==> config.mk <==
export PLATFORM = sky130hd
export DESIGN_NAME = iq_rxd_packer_flat
export DESIGN_NICKNAME = d
export VERILOG_FILES = /design/src/rtl/iq_rxd_packer_pkg.sv /design/src/rtl/iq_rxd_packer_if.sv /design/src/rtl/iq_sync_fifo.sv /design/src/rtl/iq_rxd_packer.sv /design/src/flat_wrapper.sv
export SDC_FILE = /design/constraint.sdc
export NUM_CORES = 1
export LEC_CHECK = 0
export ABC_AREA = 1
export CORE_AREA = 8 8 239 241
export DETAILED_ROUTE_END_ITERATION = 8
export DIE_AREA = 0 0 247 249
export HOLD_SLACK_MARGIN = 0.1
export PLACE_DENSITY = 0.45
export SKIP_CTS_REPAIR_TIMING = 1
export SLEW_MARGIN = 20
export SYNTH_ARGS = -nofsm -noshare
export SYNTH_HDL_FRONTEND = slang
export SYNTH_HIERARCHICAL = 1
export SYNTH_SLANG_ARGS = --single-unit
==> constraint.sdc <==
create_clock -name clk32 -period 5.1 [get_ports clk32]
set_input_delay 1.02 -clock clk32 [delete_from_list [all_inputs] [get_ports clk32]]
set_output_delay 1.02 -clock clk32 [all_outputs]
set_load 0.05 [all_outputs]
==> src/rtl/iq_rxd_packer_pkg.sv <==
// Shared constants, state encoding and word-padding helper for the IQ receive packer.
package iq_rxd_packer_pkg;

    localparam int unsigned DEF_FRAME_WORDS = 12;
    localparam int unsigned SYM_PER_WORD    = 16;
    localparam int unsigned WORD_W          = 32;

    typedef enum logic [1:0] {
        StSync,
        StIdle,
        StRun
    } state_e;

    // Left-justify the n most recent symbols held in the low bits of shift; zero-fill below.
    function automatic logic [WORD_W-1:0] pad_word(input logic [WORD_W-1:0] shift,
                                                   input logic [3:0]        n);
        logic [4:0] gap;
        gap = 5'(SYM_PER_WORD) - {1'b0, n};
        return shift << {gap, 1'b0};
    endfunction

endpackage

==> src/rtl/iq_rxd_packer_if.sv <==
// AXI-Stream word channel carrying packed IQ words out of the packer.
interface iq_rxd_packer_if
    import iq_rxd_packer_pkg::*;
();
    logic [WORD_W-1:0] tdata;
    logic              tvalid;
    logic              tready;
    logic              tlast;

    modport master (output tdata, output tvalid, output tlast, input tready);
    modport slave  (input tdata, input tvalid, input tlast, output tready);
endinterface

==> src/rtl/iq_sync_fifo.sv <==
// Synchronous FIFO with a registered first-word-fall-through head.
// The head register mirrors the oldest stored entry, so total capacity stays DEPTH.
module iq_sync_fifo #(
    parameter int unsigned WIDTH = 33,
    parameter int unsigned DEPTH = 4
) (
    input  logic             clk,
    input  logic             reset,
    input  logic             push,
    input  logic [WIDTH-1:0] push_data,
    input  logic             ready,
    output logic             full,
    output logic             head_valid,
    output logic [WIDTH-1:0] head_data
);
    localparam int unsigned PTR_W = (DEPTH > 1) ? $clog2(DEPTH) : 1;
    localparam int unsigned CNT_W = $clog2(DEPTH + 1);

    logic [WIDTH-1:0] mem_q [DEPTH];
    logic [PTR_W-1:0] wr_ptr_q, rd_ptr_q, rd_nxt;
    logic [CNT_W-1:0] cnt_q, cnt_after_pop;
    logic             pop, accept;

    assign full          = (cnt_q == CNT_W'(DEPTH));
    assign pop           = head_valid & ready;
    // A pop on the same edge frees the slot, so a push into a full FIFO still lands.
    assign accept        = push & (~full | pop);
    assign rd_nxt        = rd_ptr_q + PTR_W'(pop);
    assign cnt_after_pop = cnt_q - CNT_W'(pop);

    // Storage array; no reset needed since occupancy is tracked by cnt_q.
    always_ff @(posedge clk) begin
        if (accept) mem_q[wr_ptr_q] <= push_data;
    end

    // Pointers, occupancy and the registered head (reflects state before this edge's push).
    always_ff @(posedge clk or posedge reset) begin
        if (reset) begin
            wr_ptr_q   <= '0;
            rd_ptr_q   <= '0;
            cnt_q      <= '0;
            head_valid <= 1'b0;
            head_data  <= '0;
        end else begin
            if (accept) wr_ptr_q <= wr_ptr_q + PTR_W'(1);
            rd_ptr_q   <= rd_nxt;
            cnt_q      <= cnt_after_pop + CNT_W'(accept);
            head_valid <= (cnt_after_pop != '0);
            if (cnt_after_pop != '0) head_data <= mem_q[rd_nxt];
        end
    end

endmodule

==> src/rtl/iq_rxd_packer.sv <==
// Packs 2-bit IQ line symbols into 32-bit words, frames them with tlast and
// streams them out through a small FIFO as an AXI-Stream master.
module iq_rxd_packer
    import iq_rxd_packer_pkg::*;
#(
    parameter int unsigned FRAME_WORDS = DEF_FRAME_WORDS,
    parameter int unsigned FIFO_DEPTH  = 4
) (
    input  logic                   clk32,
    input  logic                   reset,
    input  logic [1:0]             iq_rxd,
    input  logic                   iq_valid,
    input  logic                   clr_flags,
    iq_rxd_packer_if.master        m_axis,
    output logic                   overflow,
    output logic                   frame_err
);
    localparam int unsigned WC_W = $clog2(FRAME_WORDS + 1);

    state_e              state_q, state_d;
    logic [WORD_W-1:0]   shift_q, shift_d, pend_q, pend_d, skid_q, skid_d;
    logic [3:0]          sym_cnt_q, sym_cnt_d;
    logic [WC_W-1:0]     word_cnt_q, word_cnt_d;
    logic                pend_v_q, pend_v_d, skid_v_q, skid_v_d;
    logic                overflow_q, overflow_d, frame_err_q, frame_err_d;

    logic                cap, word_done, early_pad, wc_last, fifo_full, pop;
    logic                wr_en, wr_last, is_pad;
    logic [WORD_W-1:0]   wr_data, full_word, padded;
    logic [WORD_W:0]     head_data;

    assign cap       = iq_valid & (state_q != StSync);
    assign word_done = cap & (sym_cnt_q == 4'(SYM_PER_WORD - 1));
    assign full_word = {shift_q[WORD_W-3:0], iq_rxd};
    assign early_pad = (state_q == StRun) & ~iq_valid & (sym_cnt_q != '0);
    assign padded    = pad_word(shift_q, sym_cnt_q);
    assign wc_last   = (word_cnt_q == WC_W'(FRAME_WORDS - 1));
    assign pop       = m_axis.tvalid & m_axis.tready;

    // Capture FSM, shift register and completed-word staging.
    always_comb begin
        state_d   = state_q;
        unique case (state_q)
            StSync:  if (!iq_valid) state_d = StIdle;
            StIdle:  if (iq_valid)  state_d = StRun;
            StRun:   if (!iq_valid) state_d = StIdle;
            default: state_d = StSync;
        endcase
        shift_d   = cap ? full_word : shift_q;
        sym_cnt_d = cap ? sym_cnt_q + 4'd1 : 4'd0;
        pend_d    = word_done ? full_word : pend_q;
        pend_v_d  = word_done;
    end

    // FIFO write arbitration: pend first, then the skid slot, then a fresh padded word.
    always_comb begin
        wr_en    = 1'b0;
        wr_data  = '0;
        wr_last  = 1'b0;
        is_pad   = 1'b0;
        skid_d   = skid_q;
        skid_v_d = 1'b0;
        if (pend_v_q) begin
            wr_en   = 1'b1;
            wr_data = pend_q;
            wr_last = ~early_pad & (wc_last | ~iq_valid);
            if (early_pad) begin
                skid_v_d = 1'b1;
                skid_d   = padded;
            end
        end else if (skid_v_q) begin
            wr_en   = 1'b1;
            wr_data = skid_q;
            wr_last = 1'b1;
            is_pad  = 1'b1;
        end else if (early_pad) begin
            wr_en   = 1'b1;
            wr_data = padded;
            wr_last = 1'b1;
            is_pad  = 1'b1;
        end
    end

    // Frame word counting and sticky flags; a new event beats clr_flags.
    always_comb begin
        word_cnt_d  = word_cnt_q;
        if (wr_en) word_cnt_d = wr_last ? '0 : word_cnt_q + WC_W'(1);
        overflow_d  = (wr_en & fifo_full & ~pop) | (overflow_q & ~clr_flags);
        frame_err_d = (wr_en & ((wr_last & ~wc_last) | is_pad)) | (frame_err_q & ~clr_flags);
    end

    // State registers.
    always_ff @(posedge clk32 or posedge reset) begin
        if (reset) begin
            state_q     <= StSync;
            shift_q     <= '0;
            sym_cnt_q   <= '0;
            pend_q      <= '0;
            pend_v_q    <= 1'b0;
            skid_q      <= '0;
            skid_v_q    <= 1'b0;
            word_cnt_q  <= '0;
            overflow_q  <= 1'b0;
            frame_err_q <= 1'b0;
        end else begin
            state_q     <= state_d;
            shift_q     <= shift_d;
            sym_cnt_q   <= sym_cnt_d;
            pend_q      <= pend_d;
            pend_v_q    <= pend_v_d;
            skid_q      <= skid_d;
            skid_v_q    <= skid_v_d;
            word_cnt_q  <= word_cnt_d;
            overflow_q  <= overflow_d;
            frame_err_q <= frame_err_d;
        end
    end

    iq_sync_fifo #(
        .WIDTH (WORD_W + 1),
        .DEPTH (FIFO_DEPTH)
    ) u_fifo (
        .clk        (clk32),
        .reset      (reset),
        .push       (wr_en),
        .push_data  ({wr_last, wr_data}),
        .ready      (m_axis.tready),
        .full       (fifo_full),
        .head_valid (m_axis.tvalid),
        .head_data  (head_data)
    );

    assign m_axis.tdata = head_data[WORD_W-1:0];
    assign m_axis.tlast = head_data[WORD_W];
    assign overflow     = overflow_q;
    assign frame_err    = frame_err_q;

endmodule
==> src/flat_wrapper.sv <==
// flat-port wrapper written by rule: the top's interface ports become plain ports
module iq_rxd_packer_flat import iq_rxd_packer_pkg::*;
#(
    parameter int unsigned FRAME_WORDS = DEF_FRAME_WORDS,
    parameter int unsigned FIFO_DEPTH  = 4
)
  (clk32, reset, iq_rxd, iq_valid, clr_flags, overflow, frame_err, m_axis_tdata, m_axis_tvalid, m_axis_tlast, m_axis_tready);
  iq_rxd_packer_if m_axis_i ();
  input  logic clk32;
  input  logic reset;
  input  logic [1:0] iq_rxd;
  input  logic iq_valid;
  input  logic clr_flags;
  output logic overflow;
  output logic frame_err;
  output wire logic [$bits(m_axis_i.tdata)-1:0] m_axis_tdata;
  output wire logic [$bits(m_axis_i.tvalid)-1:0] m_axis_tvalid;
  output wire logic [$bits(m_axis_i.tlast)-1:0] m_axis_tlast;
  input wire logic [$bits(m_axis_i.tready)-1:0] m_axis_tready;
  assign m_axis_tdata = m_axis_i.tdata;
  assign m_axis_tvalid = m_axis_i.tvalid;
  assign m_axis_tlast = m_axis_i.tlast;
  assign m_axis_i.tready = m_axis_tready;
  iq_rxd_packer #(.FRAME_WORDS(FRAME_WORDS), .FIFO_DEPTH(FIFO_DEPTH)) u_core (.clk32(clk32), .reset(reset), .iq_rxd(iq_rxd), .iq_valid(iq_valid), .clr_flags(clr_flags), .m_axis(m_axis_i), .overflow(overflow), .frame_err(frame_err));
endmodule
==> results.toml, run 1 <==
[status]
status = "complete, no violations"

[clocking]
cts.clk_slew.worst_paths_ps = 60
cts_root_buf = "clkbuf_16"
numCtsBuffers = 34
cts_tree = "yes"
cts_sinks = 283
insertion_delay_ps = 540
htreeDepth = 2
clockBufferDepth = 3

[yosys]
synth-xor-area-share_pct = 0.257
ys_async_sr_fraction_pct = 53.4
synth_top_family_by_area = "simple AND/OR/NAND/NOR gates"
syn_area_mm2 = 0.0131
synth_top_cell_by_area = "edfxtp_1"
syn_area_per_cell_um2 = 8.62
synth_fa_ha_area_share_pct = 1.14
synth_ff_type = "dfrtp_1"
ys_types = 32
yosys.area.top_type_share_pct = 30.2
synthSimpleGateAreaFrac_pct = 29.1
synth_common_cells = "nand2_1 (717), nand3_1 (156), dfrtp_1 (151)"
ys_seq_elements = 283
synth_cells = 1523
synth.top_cells.by_area = "edfxtp_1 (30%), dfrtp_1 (29%), nand2_1 (20%)"
synthesis.nets = 1542
yosys_warnings = 6
muxShareOfSynthArea_pct = 0
ys_seq_area_share_pct = 58.9
synth_edf_count = 132
synth_most_common_cell = "nand2_1"
synth-compound-area-share_pct = 5.36

[setup_path]
worst-path-stages = 8
critPathMostFrequentCell = "nand3_1"
crit_fanout = 36
crit_type = "reg2reg"
crit_path_start_kind = "flop"
crit_slowest_cell = "ha_1"
critPathCaptureType = "flop"
r2r_cells = 8
crit_start = "u_core/sym_cnt_q[0]"
cp_slowest_stage_delay_ps = 900
critical_path_buf_inv_count = 2
path_delay_family = "buffers and inverters"
arrival_ps = 4200
reg2reg_from = "u_core/sym_cnt_q[0]"
timing.critical_path.cells = "inv_4 > ha_1 > inv_1 > nand3_1 > nand3_1 > nand2_1 > nand3_1 > a21oi_1"
cp.required_ps = 5360

[grt]
first_global_vias = 9635
grt_max_degree = 68
track_usage_pct = 11.7
antenna_found_initial = 0
grt_pass1_wl_um = 57000
overflow = 0

[placement]
gp_congestion = 0.840
io_buffers = 42
dp_hpwl_um = 23200

[drt]
ant_nets = 0
vias_per_cell = 4.37
drtIter0Drc = 721
firstDrtPassIters = 6
vias = 9869
drt_wl_total_um = 35800
avgRoutedWirePerCell_um = 15.9
post-route-drc-count = 0

[sta]
rsz0062_at_grt = "no"
max_slew.worst_pin.slew_ps = 1060
setup_viol = 0
drv_slew = 0
fmax_mhz = 253
period_needed_ps = 3950
hold_viol = 0
slew-limit-headroom_pct = 29.3
finClkSkew_ps = 21.1
tns_ps = 0
finalCritPeriodShare_pct = 77.4

[hold_path]
min_from = "u_core/state_q[1]"
hold_depth = 1
min_path_type = "reg2reg"

[power_and_ir_drop]
powerDensity_mw_per_mm2 = 508
ir_drop_mv = 0.408
power.leakage_uw = 0.00697

[die]
io-pin-count = 43
fp.dieArea_mm2 = 0.0615
rows = 85
core_area_mm2 = 0.0533
die_height_um = 249
initial_utilization_pct = 24.7
die_w_um = 247

[final_layout]
area_growth_pct = 16.1
drive_gt1_share_pct = 6.53
num_antenna_cells = 0
final_util_pct = 28.6
fin_nets = 1555

[flow_run]
cap_viol_max_count = 0
cells in the final DEF, fill, tap and decap left out, types with 2 or more instances in the layout:
cell type and instances:
nand2_1 715, nand3_1 156, dfrtp_1 151, edfxtp_1 132, a21oi_1 66, o21ai_0 58
inv_1 57, nor2_1 48, clkdlybuf4s50_1 42, clkbuf_16 35, buf_4 16, clkbuf_1 11
ha_1 11, inv_2 7, nand2_2 7, nor2_4 7, o21ai_1 6, clkinv_2 4
a21oi_2 4, clkinvlp_4 3, bufinv_16 2, clkbuf_8 2, inv_4 2, nand2_4 2
cell families after synthesis:
logic type,Yosys count
AND/OR/NAND/NOR,942
buffers and inverters,147
XOR/XNOR,3
adder cells (fa/ha/maj),12
flip-flops,283
AO/OA/AOI/OAI,136
metal layers:
layer | vias to the layer above | part of all wire, % | global-route usage, %
met5 | - | 0 | 0
met4 | 0 | 2.7 | 3.58
met3 | 55 | 5.3 | 2.79
met2 | 200 | 45 | 18.0
met1 | 4664 | 47 | 16.0
li1 | 4950 | - | -
final cells by class:
type	count	area [µm²]
fillers	5627	38000
inverters	66	253
flip-flops and latches	283	7740
clock buffers	48	945
well taps	696	871
clock inverters	13	135
repair buffers	58	541
multi-input cells	1093	4760
per-stage QoR:
step	power, µW	instance area (µm²)	hold WS [ps]	std cells	setup slack [ps]
5_1_grt	8280	15200	497	2257	836
3_5_place_dp	5480	14200	466	2196	1200
2_1_floorplan	4710	13100	439	1523	1180
4_1_cts	7900	15200	481	2257	1190
3_3_place_gp	5470	14200	462	2196	1190
6_report	7740	15200	473	2257	1150
worst paths after layout:
check | endpoint | slack, ps
min in group asynchronous | u_core/word_cnt_q[1] | 1020
max in group asynchronous | u_core/pend_q[22] | 3040
setup reg to reg | u_core/u_fifo/mem_q[0][23] | 1150
setup / recovery | u_core/u_fifo/mem_q[0][23] | 1150
hold / removal | u_core/state_q[1] | 470
hold reg to reg | u_core/state_q[1] | 470
worst reg2reg max path: stages (launching register included):
cell	delay [ps]
dfrtp_1	400
inv_4	290
ha_1	900
inv_1	800
nand3_1	330
nand3_1	210
nand2_1	170
nand3_1	80
a21oi_1	490
state kept, by name, summed over array words and instances, names as in the netlist:
signal                    flops
u_core/frame_err              1
u_core/u_fifo/cnt_q           3
u_core/u_fifo/head_data      33
u_core/state_q                2
u_core/word_cnt_q             4
u_core/pend_q                32
u_core/shift_q               32
u_core/pend_v_q               1
u_core/overflow               1
u_core/skid_v_q               1
u_core/u_fifo/rd_ptr_q        2
u_core/u_fifo/head_valid      1
u_core/skid_q                32
u_core/u_fifo/mem_q         132
u_core/sym_cnt_q              4
u_core/u_fifo/wr_ptr_q        2
power breakdown:
part,internal [µW],switching [µW]
logic,696,1830
clock network,1400,958
registers,2640,208
total,4740,3000
No activity file was read; power rests on OpenSTA's default activity.
==> run 2: changes to the inputs <==
clock period = 4 ns   (was 5.1 ns; I/O delays follow)
==> results.toml, run 2 (synthesis results as in run 1) <==
[status]
status = "complete, no violations"

[final_layout]
largest_reg_flops = 132
drive_gt1_share_pct = 6.50
regMostFlops = "u_core/u_fifo/mem_q"
layout.area.seq_mm2 = 0.00774
fin_nets = 1561
final_util_pct = 28.7
num_antenna_cells = 0
final_common_cell = "nand2_1"
fillers = 5619
multi_input_area_mm2 = 0.00475
area_growth_pct = 16.4
layout_common_cells = "nand2_1 (715), nand3_1 (156), dfrtp_1 (151)"
largestRegisters = "u_core/u_fifo/mem_q: 132 flops, u_core/u_fifo/head_data: 33 flops"

[hold_path]
min_from = "u_core/state_q[1]"
min_path_type = "reg2reg"

[sta]
finClkSkew_ps = 16.4
tns_ps = 0
slew-limit-headroom_pct = 43.4
drv_slew = 0
period_needed_ps = 3050
hold_viol = 0
fmax_mhz = 328
hold_slack_ps = 475
max_slew.worst_pin.slew_ps = 847
finalCritPeriodShare_pct = 76.2
rsz0062_at_grt = "no"
setup_viol = 0

[die]
fp.dieArea_mm2 = 0.0615
initial_utilization_pct = 24.7
io-pin-count = 43
rows = 85
core_area_mm2 = 0.0533
die_height_um = 249
die_w_um = 247

[drt]
post-route-drc-count = 0
ant_nets = 0
vias = 9863
drtIter0Drc = 601
avgRoutedWirePerCell_um = 15.6
firstDrtPassIters = 5
vias_per_cell = 4.35
drt_wl_total_um = 35400

[placement]
dp_hpwl_um = 22400
io_buffers = 42
gp_congestion = 0.811

[power_and_ir_drop]
powerDensity_mw_per_mm2 = 640
ir_drop_mv = 0.502
power.leakage_uw = 0.00700

[flow_run]
cap_viol_max_count = 0

[setup_path]
cp.required_ps = 4280
crit_type = "reg2reg"
arrival_ps = 3320
crit_path_start_kind = "flop"
critPathCaptureType = "flop"
crit_fanout = 36
crit_start = "u_core/sym_cnt_q[0]"
reg2reg_from = "u_core/sym_cnt_q[0]"

[clocking]
cts.clk_slew.worst_paths_ps = 50
insertion_delay_ps = 540
cts_tree = "yes"
clockBufferDepth = 3
cts_sinks = 283
htreeDepth = 2
cts_root_buf = "clkbuf_16"
numCtsBuffers = 35

[grt]
grt_pass1_wl_um = 56600
track_usage_pct = 11.5
overflow = 0
grt_max_degree = 68
first_global_vias = 9500
antenna_found_initial = 0
[run 2: cell count changes in the layout (fill, tap and decap cells not counted), moves of 2 or more]
cell | before | now
bufinv_16 | 2 | 0
clkinvlp_4 | 3 | 0
clkinv_1 | 1 | 8
buf_12 | 0 | 4
clkinv_2 | 4 | 6
[run 2: layout make-up]
| cell class | instances | area share (%) |
|---|---|---|
| flip-flops and latches | 283 | 50.6 |
| multi-input cells | 1093 | 31.1 |
| clock buffers | 49 | 6.28 |
| well taps | 696 | 5.70 |
| repair buffers | 63 | 4.11 |
| inverters | 66 | 1.66 |
| clock inverters | 15 | 0.524 |
[run 2: worst max-delay path, cell delays in order, from the launching register on]
cell and delay [ps]:
dfrtp_1 400, inv_4 300, ha_1 200, buf_4 310
inv_1 280, buf_4 290, nand3_1 140, nand3_1 80
nand2_1 160, nand2_1 70, nand2_1 100, nand2_1 60
a21oi_1 400
[run 2: routing by layer]
layer,wire length [µm],GRT usage (%),vias up
met1,17300,16.5,4671
met5,0,0,-
met4,529,2.59,0
li1,-,-,4972
met2,16200,17.8,185
met3,1440,2.20,35
[run 2: through the flow]
step	setup slack, ps	std cells	total power [µW]	area [µm²]
after detailed placement	885	2201	7020	14200
after floorplan	298	1523	6010	13100
after CTS	991	2265	9980	15300
after global routing	729	2265	10500	15300
final	954	2265	9780	15300
after global placement	941	2201	7010	14200
[run 2: report_power, final]
part / internal [µW] / switching, µW
Sequential: 3370 / 255
Combinational: 905 / 2360
Clock: 1680 / 1220
[run 2: worst paths after layout]
path / end / slack (ps) / cells after the start
worst max-delay path: u_core/u_fifo/mem_q[1][30] / 950 / 12
worst min-delay path: u_core/state_q[0] / 470 / 1
worst max register to register: u_core/u_fifo/mem_q[1][30] / 950 / 12
worst min register to register: u_core/state_q[0] / 470 / 1
max in group asynchronous: u_core/pend_q[23] / 2590 / 3
min in group asynchronous: u_core/skid_q[1] / 610 / 2
==> run 3: changes to the inputs <==
clock period = 3 ns   (was 4 ns; I/O delays follow)
==> results.toml, run 3 (synthesis results as in run 1) <==
[drt]
vias_per_cell = 4.37
post-route-drc-count = 0
drt_wl_total_um = 35600
drtIter0Drc = 619
ant_nets = 0
avgRoutedWirePerCell_um = 15.6
firstDrtPassIters = 5
vias = 9937

[final_layout]
fin_nets = 1572
final_common_cell = "nand2_1"
drive_gt1_share_pct = 7.60
area_growth_pct = 18.7
fillers = 5601
largestRegisters = "u_core/u_fifo/mem_q: 132 flops, u_core/u_fifo/head_data: 33 flops"
largest_reg_flops = 132
regMostFlops = "u_core/u_fifo/mem_q"
layout_common_cells = "nand2_1 (717), nand3_1 (156), dfrtp_1 (151)"
layout.area.seq_mm2 = 0.00774
num_antenna_cells = 0
multi_input_area_mm2 = 0.00475

[die]
io-pin-count = 43
die_height_um = 249
die_w_um = 247
core_area_mm2 = 0.0533
fp.dieArea_mm2 = 0.0615
initial_utilization_pct = 24.7
rows = 85

[power_and_ir_drop]
power.leakage_uw = 0.00715
powerDensity_mw_per_mm2 = 871
ir_drop_mv = 0.488
power_uw = 13600

[sta]
fmax_mhz = 398
hold_viol = 0
finalCritPeriodShare_pct = 83.8
rsz0062_at_grt = "no"
tns_ps = 0
period_needed_ps = 2510
drv_slew = 0
finClkSkew_ps = 19.9
max_slew.worst_pin.slew_ps = 646
slew-limit-headroom_pct = 56.9
setup_viol = 0

[clocking]
cts_sinks = 283
cts.clk_slew.worst_paths_ps = 60
htreeDepth = 2
cts_root_buf = "clkbuf_16"
numCtsBuffers = 35
insertion_delay_ps = 540
cts_tree = "yes"
clockBufferDepth = 3

[setup_path]
timing.critical_path.cells = "inv_1 > ha_1 > inv_1 > nand2_1 > nand2_2 > buf_4 > nand3_1 > nand2_1 > nand2_1 > nand2_1 > nand2_1 > a21oi_1"
crit_slowest_cell = "dfrtp_1"
critical_path_buf_inv_count = 3
critPathCaptureType = "flop"
critPathMostFrequentCell = "nand2_1"
cp_slowest_stage_delay_ps = 420
arrival_ps = 2800
crit_type = "reg2reg"
crit_fanout = 15
cp.required_ps = 3290
path_delay_family = "simple AND/OR/NAND/NOR gates"
crit_path_start_kind = "flop"

[placement]
gp_congestion = 0.795
io_buffers = 42
dp_hpwl_um = 23100

[grt]
track_usage_pct = 11.6
grt_pass1_wl_um = 57100
first_global_vias = 9790
grt_max_degree = 68
antenna_found_initial = 0
overflow = 0

[flow_run]
cap_viol_max_count = 0

[hold_path]
min_path_type = "in2async"

[status]
status = "complete, no violations"
run 3: cell count changes in the layout (fill, tap and decap cells not counted), moves of 3 or more:
cell,delta
clkbuf_1,-4
buf_12,+8
bufinv_16,+3
clkbuf_8,+5
clkinv_1,-7
buf_4,+3
run 3: worst paths after layout:
kind / startpoint / endpoint / slack (ps) / cells past startpoint
setup / recovery: u_core/sym_cnt_q[1] / u_core/u_fifo/mem_q[3][31] / 490 / 12
hold / removal: reset / u_core/overflow / 440 / 2
setup reg to reg: u_core/sym_cnt_q[1] / u_core/u_fifo/mem_q[3][31] / 490 / 12
hold reg to reg: u_core/state_q[1] / u_core/state_q[0] / 470 / 1
max in group asynchronous: reset / u_core/u_fifo/head_data[16] / 1810 / 3
min in group clk32: u_core/state_q[1] / u_core/state_q[0] / 470 / 1
run 3: cell type report:
cell class	count	share of cell area, %
Inverter	66	1.63
Timing Repair Buffer	74	5.20
Multi-Input combinational cell	1093	30.5
Sequential cell	283	49.7
Clock inverter	12	0.955
Clock buffer	50	6.50
Tap cell	696	5.59
run 3: per-layer routing:
layer / share of wire [%] / GRT usage (%) / wire [µm]
met1: 49 / 16.3 / 17300
met2: 45 / 17.8 / 15900
met3: 4.3 / 1.98 / 1540
met4: 2.3 / 3.82 / 822
met5: 0 / 0 / 0
run 3: power breakdown:
group / switching, µW / leakage [µW] / internal [µW]
registers: 314 / 0.00334 / 4490
clock network: 1640 / 0.000575 / 2610
logic: 3200 / 0.00324 / 1330
run 3: worst register-to-register path: stages (launching register included):
cell     delay (ps)
dfrtp_1         420
inv_1            70
ha_1            230
inv_1            90
nand2_1          60
nand2_2         260
buf_4           260
nand3_1         140
nand2_1         160
nand2_1          80
nand2_1         100
nand2_1          60
a21oi_1         360
run 3: metrics by stage:
step	worst slack [ps]	instances	area (µm²)	hold slack [ps]	utilization, %
final	486	2274	15600	438	29.3
after global routing	253	2274	15600	464	29.3
after CTS	480	2274	15600	413	29.3
after detailed placement	315	2212	14400	465	27.1
after global placement	340	2212	14400	461	27.1
after floorplan	-358	1523	13100	439	-
